File: src/rtl/ftq_pkg.sv
// Fetch Target Queue shared types: fetch blocks, predictor meta, commit info and training record.
// Latency: n/a (types and constants only).
// Backpressure: n/a.
package ftq_pkg;

   localparam int unsigned FTQ_DEPTH  = 8;
   localparam int unsigned FTQ_ID_W   = $clog2(FTQ_DEPTH);
   localparam int unsigned PC_W       = 32;
   localparam int unsigned FTB_IDX_W  = 4;
   localparam int unsigned BPU_META_W = 16;

   // Pointer with one extra wrap bit above the entry index.
   typedef logic [FTQ_ID_W:0] ftq_ptr_t;

   typedef enum logic [1:0] {
      BR_NONE = 2'd0,
      BR_COND = 2'd1,
      BR_CALL = 2'd2,
      BR_RET  = 2'd3
   } branch_type_e;

   // One fetch block as predicted by the BPU.
   typedef struct packed {
      logic            valid;
      logic [PC_W-1:0] start_pc;
      logic [3:0]      length;
      logic            predict_valid;
      logic            predicted_taken;
      logic            is_cross_cacheline;
   } ftq_block_t;

   // Main-predictor meta delivered alongside a P1 override.
   typedef struct packed {
      logic                  ftb_hit;
      logic [FTB_IDX_W-1:0]  ftb_hit_index;
      logic [BPU_META_W-1:0] bpu_meta;
   } bpu_ftq_meta_t;

   // Resolved branch information from the backend.
   typedef struct packed {
      logic            is_taken;
      branch_type_e    branch_type;
      logic [PC_W-1:0] jump_target_address;
      logic [PC_W-1:0] fall_through_address;
      logic            ftb_dirty;
   } ftq_commit_t;

   // Training record returned to the BPU after a block commits.
   typedef struct packed {
      logic                  valid;
      logic [PC_W-1:0]       start_pc;
      logic                  is_cross_cacheline;
      logic                  predicted_taken;
      logic [BPU_META_W-1:0] bpu_meta;
      logic                  is_taken;
      branch_type_e          branch_type;
      logic [PC_W-1:0]       jump_target_address;
      logic [PC_W-1:0]       fall_through_address;
      logic                  ftb_dirty;
      logic                  ftb_hit;
      logic [FTB_IDX_W-1:0]  ftb_hit_index;
   } ftq_bpu_meta_t;

endpackage

File: src/rtl/ftq_entry_ram.sv
// FTQ entry storage: 1 write port (P0/P1) and 2 combinational read ports (IFU issue, commit).
// Latency: write visible on reads the cycle after the write edge; reads are same-cycle.
// Backpressure: none; the owner guarantees legal indices.
// Ports: clk; i_wr_en/i_wr_idx/i_wr_blk/i_wr_meta write port; i_ifu_idx -> o_ifu_blk;
//        i_cm_idx -> o_cm_blk/o_cm_meta.
module ftq_entry_ram
   import ftq_pkg::*;
#(
   parameter int unsigned DEPTH = 8,
   parameter int unsigned AW    = $clog2(DEPTH)
) (
   input  logic          clk,
   input  logic          i_wr_en,
   input  logic [AW-1:0] i_wr_idx,
   input  ftq_block_t    i_wr_blk,
   input  bpu_ftq_meta_t i_wr_meta,
   input  logic [AW-1:0] i_ifu_idx,
   output ftq_block_t    o_ifu_blk,
   input  logic [AW-1:0] i_cm_idx,
   output ftq_block_t    o_cm_blk,
   output bpu_ftq_meta_t o_cm_meta
);

   // Contents are never read before being written, so no reset.
   ftq_block_t    r_blk  [DEPTH];
   bpu_ftq_meta_t r_meta [DEPTH];

   always_ff @(posedge clk) begin
      if (i_wr_en) begin
         r_blk[i_wr_idx]  <= i_wr_blk;
         r_meta[i_wr_idx] <= i_wr_meta;
      end
   end

   assign o_ifu_blk = r_blk[i_ifu_idx];
   assign o_cm_blk  = r_blk[i_cm_idx];
   assign o_cm_meta = r_meta[i_cm_idx];

endmodule

File: src/rtl/ftq.sv
// Fetch Target Queue: buffers BPU blocks, issues them in order to the IFU, returns training on commit.
// Latency: P0 written in cycle N is visible to the IFU in N+1; training record registered 1 cycle after commit.
// Backpressure: ftq_full_o at occupancy >= DEPTH-1 (one slot absorbs an in-flight P0); IFU via ifu_ready_i.
// Ports: clk/rst_n; backend_flush_i; bpu_p0_i/bpu_p1_i/bpu_meta_i from BPU; ftq_full_o to BPU;
//        ifu_block_o/ifu_id_o/ifu_ready_i/ifu_flush_o to IFU; commit_valid_i/commit_info_i from backend;
//        bpu_train_o training record to BPU.
module ftq
   import ftq_pkg::ftq_block_t, ftq_pkg::bpu_ftq_meta_t, ftq_pkg::ftq_commit_t, ftq_pkg::ftq_bpu_meta_t;
#(
   parameter int unsigned FTQ_DEPTH = ftq_pkg::FTQ_DEPTH,
   parameter int unsigned ID_WIDTH  = $clog2(FTQ_DEPTH)
) (
   input  logic                clk,
   input  logic                rst_n,
   input  logic                backend_flush_i,
   input  ftq_block_t          bpu_p0_i,
   input  ftq_block_t          bpu_p1_i,
   input  bpu_ftq_meta_t       bpu_meta_i,
   output logic                ftq_full_o,
   output ftq_block_t          ifu_block_o,
   output logic [ID_WIDTH-1:0] ifu_id_o,
   input  logic                ifu_ready_i,
   output logic                ifu_flush_o,
   input  logic                commit_valid_i,
   input  ftq_commit_t         commit_info_i,
   output ftq_bpu_meta_t       bpu_train_o
);

   // FTQ_DEPTH must be a power of two and at least 4 so the wrap-bit pointers work.
   localparam logic [ID_WIDTH:0] PTR_ONE  = (ID_WIDTH+1)'(1);
   localparam logic [ID_WIDTH:0] DEPTH_P  = (ID_WIDTH+1)'(FTQ_DEPTH);
   localparam logic [ID_WIDTH:0] DEPTH_M1 = (ID_WIDTH+1)'(FTQ_DEPTH - 1);

   logic [ID_WIDTH:0] r_bpu_ptr;
   logic [ID_WIDTH:0] r_ifu_ptr;
   logic [ID_WIDTH:0] r_comm_ptr;
   logic              r_last_wr_valid;
   ftq_bpu_meta_t     r_train;

   logic [ID_WIDTH:0] w_occ;
   logic [ID_WIDTH:0] w_bpu_ptr_m1;
   logic [ID_WIDTH:0] w_ifu_ptr_adv;
   logic [ID_WIDTH:0] w_comm_ptr_nxt;
   logic [ID_WIDTH:0] w_bpu_ptr_nxt;
   logic [ID_WIDTH:0] w_ifu_ptr_nxt;
   logic              w_ifu_vld;
   logic              w_ifu_fire;
   logic              w_commit;
   logic              w_p1_apply;
   logic              w_p0_wr;
   logic              w_rewind;

   logic              w_wr_en;
   logic [ID_WIDTH-1:0] w_wr_idx;
   ftq_block_t        w_wr_blk;
   bpu_ftq_meta_t     w_wr_meta;
   ftq_block_t        w_ifu_blk;
   ftq_block_t        w_cm_blk;
   bpu_ftq_meta_t     w_cm_meta;
   ftq_bpu_meta_t     w_train_nxt;
   logic              w_unused;

   // ---------------------------------------------------------------
   // Occupancy, handshakes and write decisions
   // ---------------------------------------------------------------
   assign w_occ        = r_bpu_ptr - r_comm_ptr;
   assign ftq_full_o   = (w_occ >= DEPTH_M1);

   assign w_ifu_vld    = (r_ifu_ptr != r_bpu_ptr);
   assign w_ifu_fire   = w_ifu_vld & ifu_ready_i;
   assign w_commit     = commit_valid_i & (r_comm_ptr != r_ifu_ptr);

   // P1 only means something when the block it overrides was written last cycle.
   assign w_p1_apply   = ~backend_flush_i & bpu_p1_i.valid & r_last_wr_valid;
   // The spare slot lets a P0 land after full was raised; only a truly full queue drops it.
   assign w_p0_wr      = ~backend_flush_i & ~w_p1_apply & bpu_p0_i.valid & (w_occ != DEPTH_P);

   assign w_bpu_ptr_m1   = r_bpu_ptr - PTR_ONE;
   assign w_ifu_ptr_adv  = w_ifu_fire ? (r_ifu_ptr + PTR_ONE) : r_ifu_ptr;
   assign w_comm_ptr_nxt = w_commit ? (r_comm_ptr + PTR_ONE) : r_comm_ptr;

   // The overridden entry has reached the IFU if the pointer (after this cycle's
   // handshake) sits at bpu_ptr: rewind so the corrected block is reissued.
   assign w_rewind     = w_p1_apply & (w_ifu_ptr_adv == r_bpu_ptr);
   assign ifu_flush_o  = backend_flush_i | w_rewind;

   always_comb begin
      w_bpu_ptr_nxt = r_bpu_ptr;
      w_ifu_ptr_nxt = w_ifu_ptr_adv;
      if (backend_flush_i) begin
         // Commit in the same cycle is honoured first, then everything younger is dropped.
         w_bpu_ptr_nxt = w_comm_ptr_nxt;
         w_ifu_ptr_nxt = w_comm_ptr_nxt;
      end else if (w_rewind) begin
         w_ifu_ptr_nxt = w_bpu_ptr_m1;
      end else if (w_p0_wr) begin
         w_bpu_ptr_nxt = r_bpu_ptr + PTR_ONE;
      end
   end

   always_ff @(posedge clk or negedge rst_n) begin
      if (!rst_n) begin
         r_bpu_ptr       <= '0;
         r_ifu_ptr       <= '0;
         r_comm_ptr      <= '0;
         r_last_wr_valid <= 1'b0;
      end else begin
         r_bpu_ptr       <= w_bpu_ptr_nxt;
         r_ifu_ptr       <= w_ifu_ptr_nxt;
         r_comm_ptr      <= w_comm_ptr_nxt;
         r_last_wr_valid <= w_p0_wr;
      end
   end

   // ---------------------------------------------------------------
   // Entry storage: P1 rewrites the newest entry, P0 appends with cleared meta
   // ---------------------------------------------------------------
   assign w_wr_en   = w_p0_wr | w_p1_apply;
   assign w_wr_idx  = w_p1_apply ? w_bpu_ptr_m1[ID_WIDTH-1:0] : r_bpu_ptr[ID_WIDTH-1:0];
   assign w_wr_blk  = w_p1_apply ? bpu_p1_i : bpu_p0_i;
   assign w_wr_meta = w_p1_apply ? bpu_meta_i : '0;

   ftq_entry_ram #(
      .DEPTH (FTQ_DEPTH),
      .AW    (ID_WIDTH)
   ) u_ram (
      .clk       (clk),
      .i_wr_en   (w_wr_en),
      .i_wr_idx  (w_wr_idx),
      .i_wr_blk  (w_wr_blk),
      .i_wr_meta (w_wr_meta),
      .i_ifu_idx (r_ifu_ptr[ID_WIDTH-1:0]),
      .o_ifu_blk (w_ifu_blk),
      .i_cm_idx  (r_comm_ptr[ID_WIDTH-1:0]),
      .o_cm_blk  (w_cm_blk),
      .o_cm_meta (w_cm_meta)
   );

   // ---------------------------------------------------------------
   // IFU output: zeroed when nothing is pending
   // ---------------------------------------------------------------
   always_comb begin
      ifu_block_o = '0;
      if (w_ifu_vld) begin
         ifu_block_o       = w_ifu_blk;
         ifu_block_o.valid = 1'b1;
      end
   end
   assign ifu_id_o = r_ifu_ptr[ID_WIDTH-1:0];

   // ---------------------------------------------------------------
   // Training record: entry + stored meta + resolved info, registered
   // ---------------------------------------------------------------
   always_comb begin
      w_train_nxt = '0;
      if (w_commit) begin
         w_train_nxt.valid                = 1'b1;
         w_train_nxt.start_pc             = w_cm_blk.start_pc;
         w_train_nxt.is_cross_cacheline   = w_cm_blk.is_cross_cacheline;
         w_train_nxt.predicted_taken      = w_cm_blk.predicted_taken;
         w_train_nxt.bpu_meta             = w_cm_meta.bpu_meta;
         w_train_nxt.is_taken             = commit_info_i.is_taken;
         w_train_nxt.branch_type          = commit_info_i.branch_type;
         w_train_nxt.jump_target_address  = commit_info_i.jump_target_address;
         w_train_nxt.fall_through_address = commit_info_i.fall_through_address;
         w_train_nxt.ftb_dirty            = commit_info_i.ftb_dirty;
         w_train_nxt.ftb_hit              = w_cm_meta.ftb_hit;
         w_train_nxt.ftb_hit_index        = w_cm_meta.ftb_hit_index;
      end
   end

   always_ff @(posedge clk or negedge rst_n) begin
      if (!rst_n) begin
         r_train <= '0;
      end else begin
         r_train <= w_train_nxt;
      end
   end
   assign bpu_train_o = r_train;

   // Block fields the training record does not carry.
   assign w_unused = ^{w_cm_blk.valid, w_cm_blk.length, w_cm_blk.predict_valid};

endmodule

File: config.mk
export PLATFORM = sky130hd
export DESIGN_NAME = ftq
export DESIGN_NICKNAME = d
export VERILOG_FILES = /design/src/rtl/ftq_pkg.sv /design/src/rtl/ftq_entry_ram.sv /design/src/rtl/ftq.sv
export SDC_FILE = /design/constraint.sdc
export NUM_CORES = 1
export LEC_CHECK = 0
export ABC_CLOCK_PERIOD_IN_PS = 5900
export BUFFER_PORTS_ARGS = -buffer_cell sky130_fd_sc_hd__buf_2
export CAP_MARGIN = 20
export CORE_ASPECT_RATIO = 1.2
export CORE_MARGIN = 3
export CORE_UTILIZATION = 35
export DETAILED_ROUTE_END_ITERATION = 10
export PLACE_DENSITY = 0.53
export REMOVE_ABC_BUFFERS = 1
export SYNTH_ARGS = -nofsm -noshare
export SYNTH_HDL_FRONTEND = slang
export SYNTH_SLANG_ARGS = --single-unit
File: constraint.sdc
create_clock -name clk -period 5.9 [get_ports clk]
set_input_delay 1.18 -clock clk [delete_from_list [all_inputs] [get_ports clk]]
set_output_delay 1.18 -clock clk [all_outputs]
set_load 0.005 [all_outputs]
Yosys cells after proc, flatten, opt, wreduce, memory -nomap -nowiden:

Memories as Yosys holds them, arrays and structs flattened.
Index checks and enable logic that the tools add are counted.

* output and inout bits: 169
* register bits after elaboration: 137
* memories kept: 2
* bits in writable memories: 488
* word-level logic and storage cells: 57

* magnitude comparators: 1
* add/subtract/negate cells: 5
* mux-type cells: 14
* bitwise gates (word level): 12
* equal/unequal tests: 5
* reductions and logical operators: 2

Memories
* u_ram.r_blk: depth 8, width 40, read ports 2, clocked after memory_dff 0, wr ports 1, RTL line ftq_entry_ram.sv:25 `ftq_block_t r_blk [DEPTH];`
* u_ram.r_meta: depth 8, width 21, read ports 1, clocked after memory_dff 0, wr ports 1, RTL line ftq_entry_ram.sv:26 `bpu_ftq_meta_t r_meta [DEPTH];`

Operators by type and width (number)
* 124-bit 2-to-1 mux: 1
* 40-bit 2-to-1 mux: 2
* 4-bit 2-to-1 mux: 7
* 21-bit 2-to-1 mux: 1
* 4-bit by 1-bit adder with 4-bit output (second input constant): 3
* 1-bit AND: 8
* 4-bit != test: 2
* 4-bit equality test: 1
* 4-bit by 3-bit >= comparator with 1-bit output (second input constant): 1
* 4-bit != test (second input constant): 1
* 4-bit by 1-bit subtractor with 4-bit output (second input constant): 1
* 4-bit subtractor: 1
* 3-bit 2-to-1 mux: 1
* 1-bit 2-to-1 mux: 2
* 2-bit != test (second input constant): 1
* 1-bit inverter: 2
* 1-bit OR: 2
* 2-bit AND reduction: 1
* 2-bit nonzero test: 1

Longest topological paths before layout:

Gate-level depths: netlist (run 1).

* depth in word-level cells: 10
* depth in mapped cells: 10

Modules after synthesis:

A second synthesis (run 1) with hierarchy kept.

* cells, all modules: 1432
* area, all modules: 26676.8 sq um

By module, submodules not included
* ftq_entry_ram: cells each 861, area an instance 20779.9 sq um, instances 1
* ftq: cells each 571, area an instance 5896.9 sq um, instances 1

Least setup slack after synthesis (run 1):

OpenSTA, ideal clock, no wires.

* path kind: register to register
* start: reg r_bpu_ptr[0]
* end: mem u_ram.r_blk[2][0] (netlist name) (enable)
* arrival: 4631 ps
* buffers on the path: 1
* stages on the path, launching flop included: 11
* setup slack: 791 ps
* cell sequence: dfrtp_1 buf_4 inv_1 ha_1 fa_1 xor2_1 nand3_1 and4b_1 nor3_4 a31oi_1 nor2_1

* word-level cells in the longest chain between the ends: 6
* elaborated cells between the ends (all ways): 8
* those cells by class: 2 x add/sub; 1 x eq/ne; 3 x mux; 2 x bitwise

Ends and longest elaborated chain
* start, declared: RTL line ftq.sv:34 `logic [ID_WIDTH:0] r_bpu_ptr;`
* start signal, assigned: RTL line ftq.sv:108 `r_bpu_ptr <= w_bpu_ptr_nxt;`
* 4-bit subtractor: RTL line ftq.sv:66 `assign w_occ = r_bpu_ptr - r_comm_ptr;`
* 4-bit != test: RTL line ftq.sv:76 `assign w_p0_wr = ~backend_flush_i & ~w_p1_apply & bpu_p0_i.valid & (w_occ != DEPTH_P);`
* 1-bit AND: RTL line ftq.sv:76
* 1-bit OR: RTL line ftq.sv:118 `assign w_wr_en = w_p0_wr | w_p1_apply;`
* 1-bit 2-to-1 mux: RTL line ftq_entry_ram.sv:29 `if (i_wr_en) begin`
* 1-bit 2-to-1 mux (not written as such): RTL line ftq_entry_ram.sv:30 `r_blk[i_wr_idx] <= i_wr_blk;`
* end, declared: RTL line ftq_entry_ram.sv:25

Parallel ways exist; a longest one is shown, timed or not.

Worst setup path after layout (run 1):

* start: reg r_ifu_ptr[1]
* end: out ifu_flush_o

* word-level cells in the longest chain between the ends: 6
* elaborated cells between the ends (all ways): 7
* those cells by class: 1 x add/sub; 2 x eq/ne; 1 x mux; 3 x bitwise

Ends and longest elaborated chain
* start, declared: RTL line ftq.sv:35 `logic [ID_WIDTH:0] r_ifu_ptr;`
* start signal, assigned: RTL line ftq.sv:109 `r_ifu_ptr <= w_ifu_ptr_nxt;`
* parallel branches: the longest is 2 deep, another holds 4-bit by 1-bit adder with 4-bit output
* 4-bit 2-to-1 mux (*): RTL line ftq.sv:79 `assign w_ifu_ptr_adv = w_ifu_fire ? (r_ifu_ptr + PTR_ONE) : r_ifu_ptr;`
* 4-bit equality test (*): RTL line ftq.sv:84 `assign w_rewind = w_p1_apply & (w_ifu_ptr_adv == r_bpu_ptr);`
* 1-bit AND (*): RTL line ftq.sv:84
* 1-bit OR (*): RTL line ftq.sv:85 `assign ifu_flush_o = backend_flush_i | w_rewind;`
* end, declared: RTL line ftq.sv:23 `output logic ifu_flush_o,`

Every way passes the cells marked *.

==> impl_metrics.py, run 1 <==
metrics = {
    "placement": {
        "place.gp.congestion": 0.739,
        "portBuffers": 342,
        "dpl_cell_area_um2": 28600,
        "dp_hpwl_um": 41100,
        "dp.cells": 2689,
    },
    "clocking": {
        "post_cts_buffers": 0,
        "cts.sinks": 617,
        "cts_root_buf": "clkbuf_16",
        "clk_pin_slew_ns": 0.06,
        "cts_tree": "built",
        "clk_latency_ns": 0.63,
        "cts.path.max_buffers": 3,
        "cts_hold_buf": 0,
        "cts-htree-levels": 3,
        "cts_resized": 0,
        "numCtsBuffers": 67,
    },
    "yosys": {
        "synth_xor_area_frac": 0.00799,
        "synth_top_area_cell": "edfxtp_1",
        "synth_mux_area_frac": 0.181,
        "syn_inst": 1482,
        "syn_area_per_cell_um2": 17.3,
        "synth.area.top_cells": "edfxtp_1 56%, mux4_2 16%, dfrtp_1 13%",
        "synth-adder-area-share": 0.00419,
        "synth_warnings": 0,
        "synthArstFlopShare": 0.222,
        "synth_seq_cells": 617,
        "synth_simple_gate_area_frac": 0.0725,
        "synth_compound_area_frac": 0.0198,
        "synth_top_area_share": 0.562,
        "synth_top_family_by_area": "multiplexers",
        "yosysMostFrequentCell": "edfxtp_1",
        "synthTopCellsByCount": "480 x edfxtp_1, 243 x nand2_1, 188 x mux4_2",
        "ys_types": 51,
        "synth_edf_count": 480,
        "ys.flop_type": "edfxtp_1",
        "synth_area_um2": 25700,
        "yosysSeqAreaShare": 0.695,
    },
    "global_routing": {
        "grt_pass1_vias": 15500,
        "gr-total-overflow": 0,
        "antenna_found_initial": 5,
        "grt_max_degree": 74,
        "grt_first_pass_wirelength_um": 100000,
        "grt_usage": 0.178,
    },
    "sta": {
        "skew_ns": 0.0354,
        "hold_viol": 0,
        "worstMarginPinSlew_ns": 1.08,
        "rsz0062_at_grt": "no",
        "timing.fmax_mhz": 218,
        "setup-tns-final_ns": 0,
        "slew_headroom": 0.280,
        "final_max_slew_viol_count": 0,
        "setup_violations": 0,
        "min_period_over_period": 0.776,
        "fin_crit_ns": 4.58,
    },
    "detailed_routing": {
        "vias": 14400,
        "detail-route-antenna-nets": 0,
        "viasPerCell": 5.13,
        "drt-wirelength-per-cell_um": 24.1,
        "drt-total-wl_um": 67900,
        "first_iter_violations": 1187,
        "drtPass1Iterations": 5,
        "drc": 0,
    },
    "die": {
        "io-pin-count": 343,
        "die_y_um": 303,
        "start_util": 0.354,
        "rows": 108,
        "die_area_um2": 76600,
        "die_w_um": 253,
        "coreArea_um2": 72400,
    },
    "critical_path": {
        "worstPathArrival_ns": 3.40,
        "startpoint_type": "flip-flop",
        "crit_type": "flip-flop to primary output",
        "required_ns": 4.72,
        "endpoint_kind": "primary output",
        "cp_max_fo": 43,
    },
    "final_layout": {
        "design_area_um2": 30800,
        "synthToLayoutAreaGrowth_pct": 20.2,
        "drive_gt1_frac": 0.369,
        "instances_no_fill": 2814,
        "fin_nets": 2005,
    },
    "power": {
        "p_leak_nw": 11.7,
        "p_per_area_nw_per_um2": 488,
        "vdd_drop_max_mv": 0.242,
    },
    "flow_run": {
        "max_cap_violations": 0,
    },
    "min_path": {
        "hold_class": "input pin to asynchronous set/reset pin",
    },
    "run_status": {
        "status": "complete, no violations",
    },
}
==> per-layer routing <==
metal  part of all wire  global-route usage  wire [um]
met1               0.42               0.231      28400
met2               0.50               0.305      34100
met3              0.062              0.0366       4200
met4              0.017              0.0451       1160
met5            0.00046                   0         31
==> final cells by class <==
class / count / area, um2
Multi-Input combinational cell: 754 / 7410
Tap cell: 935 / 1170
Sequential cell: 617 / 17900
Antenna cell: 1 / 2.50
Clock buffer: 99 / 1920
Timing Repair Buffer: 371 / 2060
Inverter: 12 / 51.3
Clock inverter: 25 / 373
Fill cell: 6514 / 41600
==> path summary, 6_finish.rpt <==
path | startpoint | endpoint | slack [ns] | depth (start not counted)
min | rst_n | bpu_train_o[62] | 0.50 | 1
max in group asynchronous | rst_n | bpu_train_o[115] | 4.14 | 2
min in group clk | r_comm_ptr[3] | r_comm_ptr[3] | 0.57 | 1
max reg2reg | r_comm_ptr[0] | u_ram.r_blk[1][28] | 1.69 | 9
max | r_ifu_ptr[1] | ifu_flush_o | 1.32 | 7
min reg2reg | r_comm_ptr[3] | r_comm_ptr[3] | 0.57 | 1
==> power breakdown <==
group | switching, mW | internal, mW
clock | 1.82 | 2.45
sequential | 0.453 | 5.35
combinational | 2.74 | 2.25
==> state kept, by name, summed over array words and instances, names as in the netlist <==
| signal | cells |
|---|---|
| r_ifu_ptr | 4 |
| r_last_wr_valid | 1 |
| u_ram.r_meta | 168 |
| r_comm_ptr | 4 |
| r_bpu_ptr | 4 |
| bpu_train_o | 124 |
| u_ram.r_blk | 312 |
==> worst max-delay path: stages, from the launching register on <==
cell	delay, ns
dfrtp_4	0.90
buf_4	0.70
ha_1	0.32
xnor2_1	0.08
o22ai_1	0.31
o211ai_4	0.17
nand2_2	0.12
buf_2	0.15
==> stage by stage <==
| stage | total power [mW] | worst slack [ns] | utilization | hold WS (ns) |
|---|---|---|---|---|
| finish | 15.1 | 1.32 | 0.426 | 0.498 |
| global route | 15.9 | 1.11 | 0.426 | 0.498 |
| CTS | 15.3 | 1.21 | 0.426 | 0.475 |
| detailed placement | 11.0 | 1.50 | 0.394 | 0.575 |
| global placement | 11.0 | 1.48 | 0.394 | 0.577 |
| floorplan | 9.17 | -3.22 | - | 0.541 |
==> cells by family (layout without fill, tap and decap cells) <==
family / Yosys count / in the layout
DFF: 617 / 617
AOI/OAI and AO/OA: 86 / 86
and+or+nand+nor: 412 / 412
xor gates and xnor gates: 20 / 20
other: 0 / 1
adders and majority gates: 8 / 8
buffers and inverters: 111 / 507
muxes: 228 / 228
==> layout by cell type, fill, tap and decap left out, types with 6 or more instances in the layout <==
cell         n
buf_12      10
dfrtp_1    131
clkbuf_1    21
ha_1         7
mux4_2     188
dfrtp_4      6
a21oi_1     61
clkbuf_8    10
nor2_4       8
xnor2_1     15
buf_2      341
nor2_1      44
mux2i_1     40
clkbuf_16   68
buf_4       19
inv_1        8
clkinv_16    6
and2_1      89
clkinv_2     9
nand3_1      6
edfxtp_1   480
nand2_1    243
(Power assumes the default switching activity.)
==> run 2, diff against run 1 <==
Settings changed: ABC_CLOCK_PERIOD_IN_PS 5900 to 4220.
Clock period 5.9 ns to 4.22 ns, I/O delays scaled along.
==> run 2 against run 1 <==
  * Register-to-register slack got worse by 1.1 ns
  * Flip-flop and latch count did not move
  * Cell count barely moved
  * Die area did not move
  * Sequential power rose by 34%
  * Routed wire length fell by 0.40%
  * Via count rose by 0.27%
  * Total power rose by 39%
  * Utilization fell by 0.11 points
  * Combinational power rose by 47%
  * Critical path type unchanged
  * Largest cell class unchanged
==> impl_metrics.py, run 2 (synthesis gave the netlist of run 1 again) <==
metrics = {
    "placement": {
        "dp_slack_ns": 0.517,
        "portBuffers": 342,
        "dp_hpwl_um": 39900,
        "dpl_cell_area_um2": 28600,
        "place.gp.congestion": 0.804,
    },
    "clocking": {
        "cts_root_buf": "clkbuf_16",
        "post_cts_buffers": 0,
        "numCtsBuffers": 66,
        "cts.sinks": 617,
        "cts.path.max_buffers": 3,
        "cts_tree": "built",
        "cts_hold_buf": 0,
        "clk_latency_ns": 0.61,
        "cts-htree-levels": 3,
        "cts_resized": 0,
        "clk_pin_slew_ns": 0.06,
    },
    "sta": {
        "finalWorstSetupSlack_ns": 0.375,
        "skew_ns": 0.0261,
        "hold_viol": 0,
        "rsz0062_at_grt": "no",
        "setup_violations": 0,
        "fin_crit_ns": 3.84,
        "setup-tns-final_ns": 0,
        "min_period_over_period": 0.911,
        "final_max_slew_viol_count": 0,
        "slew_headroom": 0.286,
        "timing.fmax_mhz": 260,
        "worstMarginPinSlew_ns": 1.07,
    },
    "critical_path": {
        "worstPathArrival_ns": 3.00,
        "startpoint_type": "flip-flop",
        "cp_max_fo": 30,
        "ff2ff_path_depth": 9,
        "r2r_setup_slack_ns": 0.55,
        "rr_startpoint": "r_comm_ptr[0]",
        "r2r-end": "u_ram.r_blk[6][27]",
        "crit_type": "flip-flop to primary output",
        "endpoint_kind": "primary output",
        "required_ns": 3.38,
    },
    "final_layout": {
        "fin_nets": 2009,
        "design_area_um2": 30800,
        "most-common-layout-cells": "480 x edfxtp_1, 341 x buf_2, 243 x nand2_1, 188 x mux4_2, 131 x dfrtp_1",
        "nFillCells": 6499,
        "multi_input_area_um2": 7410,
        "final_common_cell": "edfxtp_1",
        "fin_util": 0.425,
        "max_flop_register": "u_ram.r_blk",
        "regArea_um2": 17900,
        "largest_register_ff_count": 312,
        "synthToLayoutAreaGrowth_pct": 19.9,
        "drive_gt1_frac": 0.370,
    },
    "power": {
        "p_per_area_nw_per_um2": 681,
        "p_leak_nw": 11.7,
        "vdd_drop_max_mv": 0.453,
    },
    "detailed_routing": {
        "drtPass1Iterations": 5,
        "first_iter_violations": 1064,
        "drt-total-wl_um": 67600,
        "viasPerCell": 5.14,
        "drc": 0,
        "drt-wirelength-per-cell_um": 24.0,
        "detail-route-antenna-nets": 0,
        "vias": 14500,
    },
    "global_routing": {
        "grt_pass1_vias": 15500,
        "grt_first_pass_wirelength_um": 99800,
        "grt.met2_usage": 0.307,
        "gr-total-overflow": 0,
        "grt_max_degree": 115,
        "grt_use_met1": 0.228,
        "grt_busiest_layer": "met2",
        "use_met3": 0.0326,
        "grt_usage": 0.177,
        "antenna_found_initial": 4,
    },
    "run_status": {
        "status": "complete, no violations",
    },
    "die": {
        "start_util": 0.354,
        "coreArea_um2": 72400,
        "io-pin-count": 343,
        "die_area_um2": 76600,
        "rows": 108,
        "die_y_um": 303,
        "die_w_um": 253,
    },
    "flow_run": {
        "max_cap_violations": 0,
    },
    "min_path": {
        "hold_class": "input pin to asynchronous set/reset pin",
    },
}
-- run 2: cell count changes in the layout (fill, tap and decap cells not counted), moves of 2 or more --
cell,delta
inv_6,-3
clkinv_2,-2
clkbuf_8,-5
clkinv_1,+4
clkbuf_1,-5
buf_4,+6
inv_16,+4
clkinvlp_4,+6
clkinv_4,+2
clkinv_16,-5
-- run 2: metrics by stage --
stage               std cells  hold WS, ns  total power, mW
floorplan                1383        0.541             12.8
global placement         2694        0.561             15.4
detailed placement       2694        0.565             15.4
CTS                      2814        0.262             21.3
global route             2814        0.289             22.1
finish                   2815        0.232             20.9
-- run 2: worst max-delay path, stage by stage, from the launching register on --
cell and delay (ns):
dfrtp_4 0.66, buf_4 0.63, and4_1 0.36, o22ai_1 0.11, a31oi_2 0.21, o211ai_4 0.13
nand2_2 0.13, buf_2 0.14
-- run 2: worst max-delay path by stage --
stage	slack, ns	from	endpoint	cells after the start
6_report	0.38	r_ifu_ptr[2]	ifu_flush_o	7
2_1_floorplan	-4.90	r_comm_ptr[0]	u_ram.r_blk[5][0]	7
3_3_place_gp	0.55	backend_flush_i	u_ram.r_meta[6][11]	8
5_1_grt	0.22	r_ifu_ptr[2]	ifu_flush_o	7
3_5_place_dp	0.52	backend_flush_i	u_ram.r_meta[6][1]	8
4_1_cts	0.33	r_ifu_ptr[2]	ifu_flush_o	7
-- run 2: layout make-up --
| type | instances | share of cell area |
|---|---|---|
| Clock buffer | 89 | 0.0595 |
| Clock inverter | 31 | 0.0116 |
| Inverter | 12 | 0.00167 |
| Tap cell | 935 | 0.0380 |
| Antenna cell | 1 | 0.0000813 |
| Timing Repair Buffer | 376 | 0.0678 |
| Sequential cell | 617 | 0.581 |
| Multi-Input combinational cell | 754 | 0.241 |
-- run 2: power breakdown --
part           internal, mW  leakage, nW  switching (mW)  total (mW)
sequential             7.48         6.27           0.320        7.80
combinational          3.19         4.34            4.14        7.34
clock                  3.35         1.05            2.45        5.80
-- run 2: layer usage --
layer	vias to the layer above	part of all wire
li1	6346	-
met1	7580	0.42
met2	443	0.51
met3	95	0.055
met4	4	0.021
met5	-	0.00033
==> run 3, diff against run 2 <==
Settings changed: ABC_CLOCK_PERIOD_IN_PS 4220 to 3300, PLACE_DENSITY 0.53 to 0.55.
Clock period 4.22 ns to 3.3 ns, I/O delays scaled along.
==> run 3 against run 2 <==
  * Register-to-register slack lost 0.42 ns
  * Clock skew up 0.010 ns
  * Setup slack got worse by 0.27 ns
  * Cell count up 1.8%
  * Sequential power is 28% higher
  * Routed wire length increased by 2.4%
  * Utilization up 0.81 points
  * Sequential share of layout area shrank 1.1 points
  * Critical path type unchanged
==> impl_metrics.py, run 3 (synthesis gave the netlist of run 1 again) <==
metrics = {
    "power": {
        "p_per_area_nw_per_um2": 861,
        "clkPwrFrac": 0.259,
        "p_leak_nw": 11.9,
        "power_mw": 27.0,
        "switching_share": 0.335,
        "vdd_drop_max_mv": 0.843,
        "share_seq_of_total_power": 0.370,
        "p_int_mw": 18.0,
        "switching_power_mw": 9.03,
        "p_comb_frac": 0.371,
    },
    "sta": {
        "min_period_over_period": 0.967,
        "hold_viol": 0,
        "worstMarginPinSlew_ns": 0.957,
        "rsz0062_at_grt": "no",
        "setup_violations": 0,
        "skew_ns": 0.0366,
        "final_max_slew_viol_count": 0,
        "slew_headroom": 0.362,
        "timing.fmax_mhz": 313,
        "fin_crit_ns": 3.19,
    },
    "critical_path": {
        "required_ns": 2.64,
        "endpoint_kind": "primary output",
        "startpoint_type": "flip-flop",
        "slowest_stage": "dfrtp_4",
        "crit_chain": "buf_16 -> buf_12 -> mux4_2 -> mux2i_1 -> nor2_1 -> buf_2",
        "cp_max_fo": 10,
        "slowest_delay_ns": 0.55,
        "path_buf_inv": 3,
        "worstPathArrival_ns": 2.53,
        "crit_type": "flip-flop to primary output",
        "crit_family": "multiplexers",
    },
    "die": {
        "io-pin-count": 343,
        "coreArea_um2": 72400,
        "die_area_um2": 76600,
        "die_w_um": 253,
        "rows": 108,
        "die_y_um": 303,
        "start_util": 0.354,
    },
    "clocking": {
        "cts.path.max_buffers": 3,
        "cts_root_buf": "clkbuf_16",
        "cts.sinks": 617,
        "cts-htree-levels": 2,
        "cts_tree": "built",
        "numCtsBuffers": 61,
        "clk_pin_slew_ns": 0.06,
        "clk_latency_ns": 0.65,
    },
    "final_layout": {
        "most-common-layout-cells": "480 x edfxtp_1, 341 x buf_2, 243 x nand2_1, 188 x mux4_2, 131 x dfrtp_1",
        "n_antenna_cell": 0,
        "synthToLayoutAreaGrowth_pct": 22.1,
        "fin_nets": 2059,
        "fin_util": 0.433,
        "drive_gt1_frac": 0.397,
        "largest_register_ff_count": 312,
        "max_flop_register": "u_ram.r_blk",
        "final_common_cell": "edfxtp_1",
    },
    "detailed_routing": {
        "drc": 0,
        "drt-wirelength-per-cell_um": 24.2,
        "drtPass1Iterations": 7,
        "detail-route-antenna-nets": 0,
        "first_iter_violations": 989,
        "drt-total-wl_um": 69300,
        "vias": 14600,
        "viasPerCell": 5.10,
    },
    "global_routing": {
        "grt_busiest_layer": "met2",
        "grt.met2_usage": 0.318,
        "grt_pass1_vias": 15700,
        "use_met3": 0.0354,
        "antenna_found_initial": 3,
        "grt_first_pass_wirelength_um": 102000,
        "gr-total-overflow": 0,
        "grt_max_degree": 70,
        "grt_use_met1": 0.225,
        "grt_usage": 0.179,
    },
    "run_status": {
        "status": "complete, no violations",
    },
    "placement": {
        "dp_hpwl_um": 43700,
        "place.gp.congestion": 0.818,
        "portBuffers": 342,
    },
    "flow_run": {
        "max_cap_violations": 0,
    },
    "min_path": {
        "hold_class": "input pin to flip-flop",
    },
}
## run 3: final cells by class
class                   count  area, um2
repair buffers            428       2700
clock inverters            45        432
fillers                  6470      41100
clock buffers              71       1630
inverters                  12       51.3
flip-flops and latches    617      17900
well taps                 935       1170
multi-input cells         757       7510
## run 3: what timing repair did
action,CTS,global route
gates cloned,4,1
hold buffers,1,0
endpoints found under the setup margin,298,246
resized for setup,17,18
hold endpoints to repair,4,0
pin swaps,4,1
buffers inserted,17,5
## run 3: path summary, 6_finish.rpt
check	cells past startpoint	slack, ns	endpoint	start
setup / recovery	6	0.11	ifu_block_o[17]	r_ifu_ptr[0]
hold / removal	2	0.22	bpu_train_o[44]	commit_info_i[39]
setup reg to reg	11	0.13	u_ram.r_blk[6][26]	r_comm_ptr[0]
hold reg to reg	1	0.59	r_comm_ptr[3]	r_comm_ptr[3]
max in group asynchronous	3	1.95	bpu_train_o[81]	rst_n
min in group asynchronous	2	0.54	bpu_train_o[103]	rst_n
## run 3: stage by stage
step           setup WS, ns  instances  hold WS, ns  area (um2)  TNS [ns]
6_report              0.109       2865        0.219       31400         0
5_1_grt             0.00191       2865        0.191       31400         0
4_1_cts             0.00579       2859        0.175       31200         0
3_5_place_dp         -0.297       2721        0.575       28900    -28.70
3_3_place_gp         -0.354       2720        0.572       28800    -42.07
2_1_floorplan         -5.82       1383        0.364       25200  -3275.43
## run 3: power groups by stage
| stage | clock network [mW] | logic [mW] | registers [mW] |
|---|---|---|---|
| 6_report | 6.98 | 10.0 | 9.99 |
| 5_1_grt | 7.49 | 10.9 | 10.1 |
| 4_1_cts | 7.18 | 10.1 | 10.0 |
| 3_5_place_dp | 0 | 9.71 | 10.2 |
| 3_3_place_gp | 0 | 9.72 | 10.2 |
| 2_1_floorplan | 0 | 5.06 | 11.0 |
## run 3: worst register-to-register path: cells and delay by family, from the launching register on
| kind | cells | cell delay (ns) |
|---|---|---|
| AND/OR/NAND/NOR | 4 | 0.74 |
| flip-flops | 1 | 0.47 |
| AO/OA/AOI/OAI | 1 | 0.15 |
| XOR/XNOR | 1 | 0.17 |
| adder cells (fa/ha/maj) | 2 | 0.59 |
| buffers and inverters | 3 | 0.70 |
## run 3: layer usage
metal,vias to the layer above,share of wire
met5,-,0.00019
met4,2,0.025
met3,105,0.064
met2,461,0.51
met1,7583,0.40
li1,6461,-
